**src/rtl/pwm_timebase_counter.sv**
```systemverilog
// PWM timebase: prescaled UP / DOWN / UP_DOWN counter with phase load and a registered sync output.
// Define PWM_TB_SHADOW_EN to shadow the period register so P_active only changes at reload points.
module pwm_timebase_counter #(
   parameter int WIDTH = 16,
   parameter int PRE_W = 8
) (
   input  logic             i_clk,
   input  logic             i_reset,
   input  logic             i_en,
   input  logic [1:0]       i_mode,
   input  logic [PRE_W-1:0] i_prescale,
   input  logic [WIDTH-1:0] i_period,
   input  logic             i_period_wr,
   input  logic [WIDTH-1:0] i_phase,
   input  logic             i_phase_dir,
   input  logic             i_phase_en,
   input  logic             i_sync_in,
   input  logic [2:0]       i_sync_sel,
   input  logic [WIDTH-1:0] i_compare_b,
   input  logic             i_sync_en,
   output logic             o_sync,
   output logic [WIDTH-1:0] o_counter,
   output logic [WIDTH-1:0] o_counter_next,
   output logic             o_dir,
   output logic             o_zero,
   output logic             o_period_match
);

   localparam logic [1:0] MODE_OFF  = 2'b00;
   localparam logic [1:0] MODE_UP   = 2'b01;
   localparam logic [1:0] MODE_DOWN = 2'b10;
   localparam logic [1:0] MODE_UD   = 2'b11;
   localparam logic [WIDTH-1:0] CNT_ONE = {{(WIDTH-1){1'b0}}, 1'b1};

   logic [WIDTH-1:0] cnt_q, cnt_d;
   logic             dir_q, dir_d;
   logic [PRE_W-1:0] pre_q, pre_d;
   logic             sync_q, sync_d;

   logic [WIDTH-1:0] p_act;
   logic [WIDTH-1:0] p_act_nxt;
   logic [WIDTH-1:0] reload_val;
   logic             tick;
   logic             phase_ld;
   logic             upd;
   logic             reload;
   logic             sync_evt;

`ifdef PWM_TB_SHADOW_EN
   logic [WIDTH-1:0] shadow_q, shadow_d;
   logic [WIDTH-1:0] pact_q, pact_d;

   assign p_act      = pact_q;
   assign p_act_nxt  = pact_d;
   // A DOWN reload lands on the value that is becoming P_active, i.e. the shadow.
   assign reload_val = shadow_q;

   always_comb begin
      shadow_d = i_period_wr ? i_period : shadow_q;
      pact_d   = pact_q;
      if (i_mode == MODE_OFF || reload) begin
         pact_d = shadow_q;
      end
   end

   always_ff @(posedge i_clk or posedge i_reset) begin
      if (i_reset) begin
         shadow_q <= '0;
         pact_q   <= '0;
      end else begin
         shadow_q <= shadow_d;
         pact_q   <= pact_d;
      end
   end
`else
   logic unused_sigs;

   assign unused_sigs = i_period_wr | reload;
   assign p_act       = i_period;
   assign p_act_nxt   = i_period;
   assign reload_val  = i_period;
`endif

   always_comb begin
      tick     = i_en && (pre_q == i_prescale);
      phase_ld = i_en && i_phase_en && i_sync_in && (i_mode != MODE_OFF);
      upd      = phase_ld || (tick && (i_mode != MODE_OFF));

      pre_d = pre_q;
      if (phase_ld) begin
         pre_d = '0;
      end else if (i_en) begin
         pre_d = tick ? '0 : pre_q + 1'b1;
      end

      cnt_d  = cnt_q;
      dir_d  = dir_q;
      reload = 1'b0;
      if (phase_ld) begin
         cnt_d = (i_phase > p_act) ? p_act : i_phase;
         case (i_mode)
            MODE_UP:   dir_d = 1'b0;
            MODE_DOWN: dir_d = 1'b1;
            default:   dir_d = i_phase_dir;
         endcase
      end else if (upd) begin
         // An out-of-range count (period shrunk while stopped) restarts from zero going up.
         if (cnt_q > p_act) begin
            cnt_d = '0;
            dir_d = 1'b0;
         end else begin
            case (i_mode)
               MODE_UP: begin
                  dir_d = 1'b0;
                  if (cnt_q == p_act) begin
                     cnt_d  = '0;
                     reload = 1'b1;
                  end else begin
                     cnt_d = cnt_q + 1'b1;
                  end
               end
               MODE_DOWN: begin
                  dir_d = 1'b1;
                  if (cnt_q == '0) begin
                     cnt_d  = reload_val;
                     reload = 1'b1;
                  end else begin
                     cnt_d = cnt_q - 1'b1;
                  end
               end
               MODE_UD: begin
                  if (p_act == '0) begin
                     cnt_d  = '0;
                     dir_d  = 1'b0;
                     reload = 1'b1;
                  end else if (!dir_q) begin
                     if (cnt_q == p_act) begin
                        cnt_d = p_act - 1'b1;
                        dir_d = 1'b1;
                     end else begin
                        cnt_d = cnt_q + 1'b1;
                     end
                  end else begin
                     if (cnt_q == '0) begin
                        cnt_d  = CNT_ONE;
                        dir_d  = 1'b0;
                        reload = 1'b1;
                     end else begin
                        cnt_d = cnt_q - 1'b1;
                     end
                  end
               end
               default: begin
                  cnt_d = cnt_q;
               end
            endcase
         end
      end
   end

   always_comb begin
      case (i_sync_sel)
         3'b000:  sync_evt = (cnt_d == '0);
         3'b001:  sync_evt = (cnt_d == p_act_nxt);
         3'b010:  sync_evt = (cnt_d == i_compare_b) && !dir_d;
         3'b011:  sync_evt = (cnt_d == i_compare_b) && dir_d;
         default: sync_evt = 1'b0;
      endcase

      sync_d = 1'b0;
      if (i_sync_sel == 3'b100) begin
         sync_d = i_en && i_sync_in;
      end else if (upd) begin
         sync_d = sync_evt;
      end
   end

   always_ff @(posedge i_clk or posedge i_reset) begin
      if (i_reset) begin
         cnt_q  <= '0;
         dir_q  <= 1'b0;
         pre_q  <= '0;
         sync_q <= 1'b0;
      end else begin
         cnt_q  <= cnt_d;
         dir_q  <= dir_d;
         pre_q  <= pre_d;
         sync_q <= sync_d;
      end
   end

   assign o_counter      = cnt_q;
   assign o_counter_next = cnt_d;
   assign o_dir          = dir_q;
   assign o_zero         = (cnt_q == '0);
   assign o_period_match = (cnt_q == p_act);
   assign o_sync         = i_sync_en & sync_q;

endmodule

```
**config.mk**
```make
export PLATFORM = sky130hd
export DESIGN_NAME = pwm_timebase_counter
export DESIGN_NICKNAME = d
export VERILOG_FILES = /design/src/rtl/pwm_timebase_counter.sv
export SDC_FILE = /design/constraint.sdc
export NUM_CORES = 1
export LEC_CHECK = 0
export BUFFER_PORTS_ARGS = -buffer_cell sky130_fd_sc_hd__buf_2
export CAP_MARGIN = 20
export CORE_ASPECT_RATIO = 0.9
export CORE_UTILIZATION = 35
export DETAILED_ROUTE_END_ITERATION = 10
export HOLD_SLACK_MARGIN = 0.06
export SYNTH_ARGS = -nofsm -noshare
export SYNTH_HDL_FRONTEND = slang
export SYNTH_SLANG_ARGS = --single-unit
```
**constraint.sdc**
```tcl
create_clock -name i_clk -period 6.37 [get_ports i_clk]
set_input_delay 1.274 -clock i_clk [delete_from_list [all_inputs] [get_ports i_clk]]
set_output_delay 1.274 -clock i_clk [all_outputs]
set_load 0.05 [all_outputs]
```
==> results.toml <==
[floorplan]
initial_core_util_pct = 35.86
die_x_um = 134.6
die_y_um = 121.3
core_sq_mm = 0.01544
die_area_sq_mm = 0.01633
pin_count = 105
rows = 43

[synth]
yosysSeqAreaShare_pct = 11.75
synthTopCellsByArea = "dfrtp_1 (12%), ha_1 (9.0%), xnor2_1 (5.4%), a21oi_1 (4.6%), nand2_1 (3.8%)"
synth.avg_cell_area_sq_um = 7.323
async_flop_share_pct = 100.0
synthDistinctLibCells = 95
ys.warnings.count = 0
synth_top_area_share_pct = 11.75
yosys.area.top_type = "dfrtp_1"
synth_common_cells = "nand2_1 (56), a21oi_1 (51), nor2_1 (49)"
synth_nets = 865
netlist_instances = 756
yosysMostFrequentCell = "nand2_1"
ys_ff_latch = 26
synth-edff-count = 0
synth.cell_area_sq_mm = 0.005537
ys.flop_type = "dfrtp_1"

[detailed_routing]
drt-vias-per-instance = 6.567
vias = 7000
drc = 0
final_antenna_net_count = 0
routedWlPerCell_um = 25.31
dr.pass1.iters = 6
drt_iter0_drc = 1011
wl_um = 26980

[layout]
design.final.nets = 974
seqCellArea_sq_um = 650.6
diodes = 0
final_area_sq_mm = 0.006561
n_fill_cell = 1617
finalNonFillerCells = 1066
multi_input_area_sq_mm = 0.004482
syn2layout_area_growth_pct = 18.51
drive_above_1_share_pct = 22.92

[clock_tree]
cts_buffer_depth = 2
postCtsHoldBufs = 0
clk_latency_ns = 0.28
cts_setup_buffers = 0
cts_buffers = 3
htree_levels = 1
cts_sinks = 26
path_clk_slew_ns = 0.07
cts-root-buf = "clkbuf_16"
cts_resized = 0
cts_tree = "built"

[placed_design]
place_area_sq_mm = 0.006456
placed_cells = 1062
dp_hpwl_um = 21470
portBuffers = 103
place_congestion = 1.028

[critical_path]
r2r-start = "o_counter[13]"
crit_path_start_kind = "input port"
worst-r2r-cell-count = 15
path_cells = "buf_2, inv_1, ha_1, nand4_1, or4_1, buf_4, nor4b_1, a311oi_1, o211a_1, nand2b_1, a22oi_1, buf_2"
cp_max_fo = 11
cpPeakStageDelay_ns = 0.49
cp-startpoint = "i_period[2]"
required_ns = 5.10
r2r_slack_ns = 1.63
crit_arrival_ns = 4.67
setup.worst_path.class = "in2out"
critPathBufInv = 4
rr_endpoint = "sync_q"
crit_top_cell = "buf_2"
end_kind = "output pin"
cpLargestDelayFamily = "simple AND/OR/NAND/NOR gates"
crit_slowest_cell = "nor4b_1"

[grt]
grt_use_total_pct = 32.91
grt_pass1_vias = 6494
grt_pass1_wl_um = 40020
antenna_found_initial = 0
grt_max_degree = 22
grt_overflow = 0

[flow_run]
drv_cap = 0

[sta]
rsz0062_at_grt = "no"
final_max_slew_viol_count = 0
final-setup-viol-count = 0
skew_ns = 0.01185
tightestPinTransition_ns = 0.8531
hold_slack_ns = 0.5745
hold_viol_final = 0
tns_ns = 0
fin_crit_sh_pct = 93.34
final.min_clock_period_ns = 5.945
fmax_ghz = 0.1682
relSlewSlack_pct = 41.65

[hold_path]
hold_depth = 2
hold_path.startpoint = "pre_q[7]"
holdPathEnd = "pre_q[7]"
hp-class = "reg2reg"

[status]
status = "completed"

[power_and_ir_drop]
vdd.ir_drop.worst_mv = 0.1991
p_leak_nw = 2.726
p_per_area_mw_per_mm2 = 246.1
## cell usage in the layout, fill, tap and decap left out, types with 5 or more instances in the layout
cell / instances
or2_2: 5
nand4_1: 23
and2_1: 8
o21ai_1: 5
buf_4: 48
nor3_1: 29
buf_2: 103
o221ai_1: 5
mux2_2: 5
o2111ai_1: 5
or3_1: 14
a22oi_1: 8
nor4_1: 18
nand2_1: 56
a21oi_1: 51
inv_1: 39
a21o_1: 9
o21ai_0: 39
o22ai_1: 16
or4_1: 6
ha_1: 40
nor2_1: 48
xnor2_1: 34
nand3_1: 20
o211ai_1: 16
nor2b_1: 8
mux2i_1: 9
a211oi_1: 9
xor2_1: 18
nand2b_1: 6
and4_1: 7
a2111oi_0: 6
dfrtp_1: 26
a221o_1: 5
a31oi_1: 14
## metrics by stage
stage | utilization (%) | setup WS (ns) | total power, mW
global placement | 41.63 | 0.6001 | 1.380
finish | 42.49 | 0.4245 | 1.615
global route | 42.49 | 0.2090 | 1.686
CTS | 42.49 | 0.5654 | 1.577
detailed placement | 41.81 | 0.5738 | 1.380
floorplan | - | 0.1912 | 1.021
## how the worst max path moves through the flow
stage / to / slack [ns] / cells after the start
floorplan: o_counter_next[15] / 0.19 / 14
global placement: o_counter_next[9] / 0.60 / 11
detailed placement: o_counter_next[9] / 0.57 / 11
CTS: o_counter_next[9] / 0.57 / 11
global route: o_counter_next[9] / 0.21 / 11
finish: o_counter_next[7] / 0.42 / 12
## report_power, final
group          switching [mW]  internal (mW)  leakage, nW  total, mW
Clock                  0.0706          0.126       0.0511      0.196
Sequential              0.151          0.203        0.322      0.354
Combinational           0.709          0.355         2.35       1.06
## final cells by class
| cell class | count | share of cell area [%] |
|---|---|---|
| Timing Repair Buffer | 152 | 13.77 |
| Inverter | 43 | 2.555 |
| Clock buffer | 3 | 1.144 |
| Sequential cell | 26 | 9.916 |
| Tap cell | 202 | 3.852 |
| Multi-Input combinational cell | 639 | 68.31 |
| Clock inverter | 1 | 0.4577 |
## tightest hold or removal path: stages (launching register included)
cell and delay [ns]:
dfrtp_1 0.38, xnor2_1 0.13, nor2_1 0.04
## routing by layer
metal | track usage [%] | vias up | wire, um
li1 | - | 3122 | -
met1 | 45.38 | 3239 | 11430
met2 | 49.09 | 518 | 10960
met3 | 5.890 | 121 | 3068
met4 | 16.01 | 0 | 1526
met5 | 0 | - | 0
## state kept, by name, summed over array words and instances, names as in the netlist
register,flops
o_counter,16
sync_q,1
o_dir,1
pre_q,8
## cell families (layout without fill, tap and decap cells)
| family | count (synthesis) | after routing | synth area share [%] |
|---|---|---|---|
| simple gates | 288 | 288 | 30.01 |
| compound gates | 245 | 245 | 30.98 |
| buf+inv | 91 | 199 | 7.344 |
| xor+xnor | 52 | 52 | 8.226 |
| fa+ha+maj | 40 | 40 | 9.040 |
| flops | 26 | 26 | 11.75 |
| mux | 14 | 14 | 2.644 |
No activity file was read; power rests on OpenSTA's default activity.
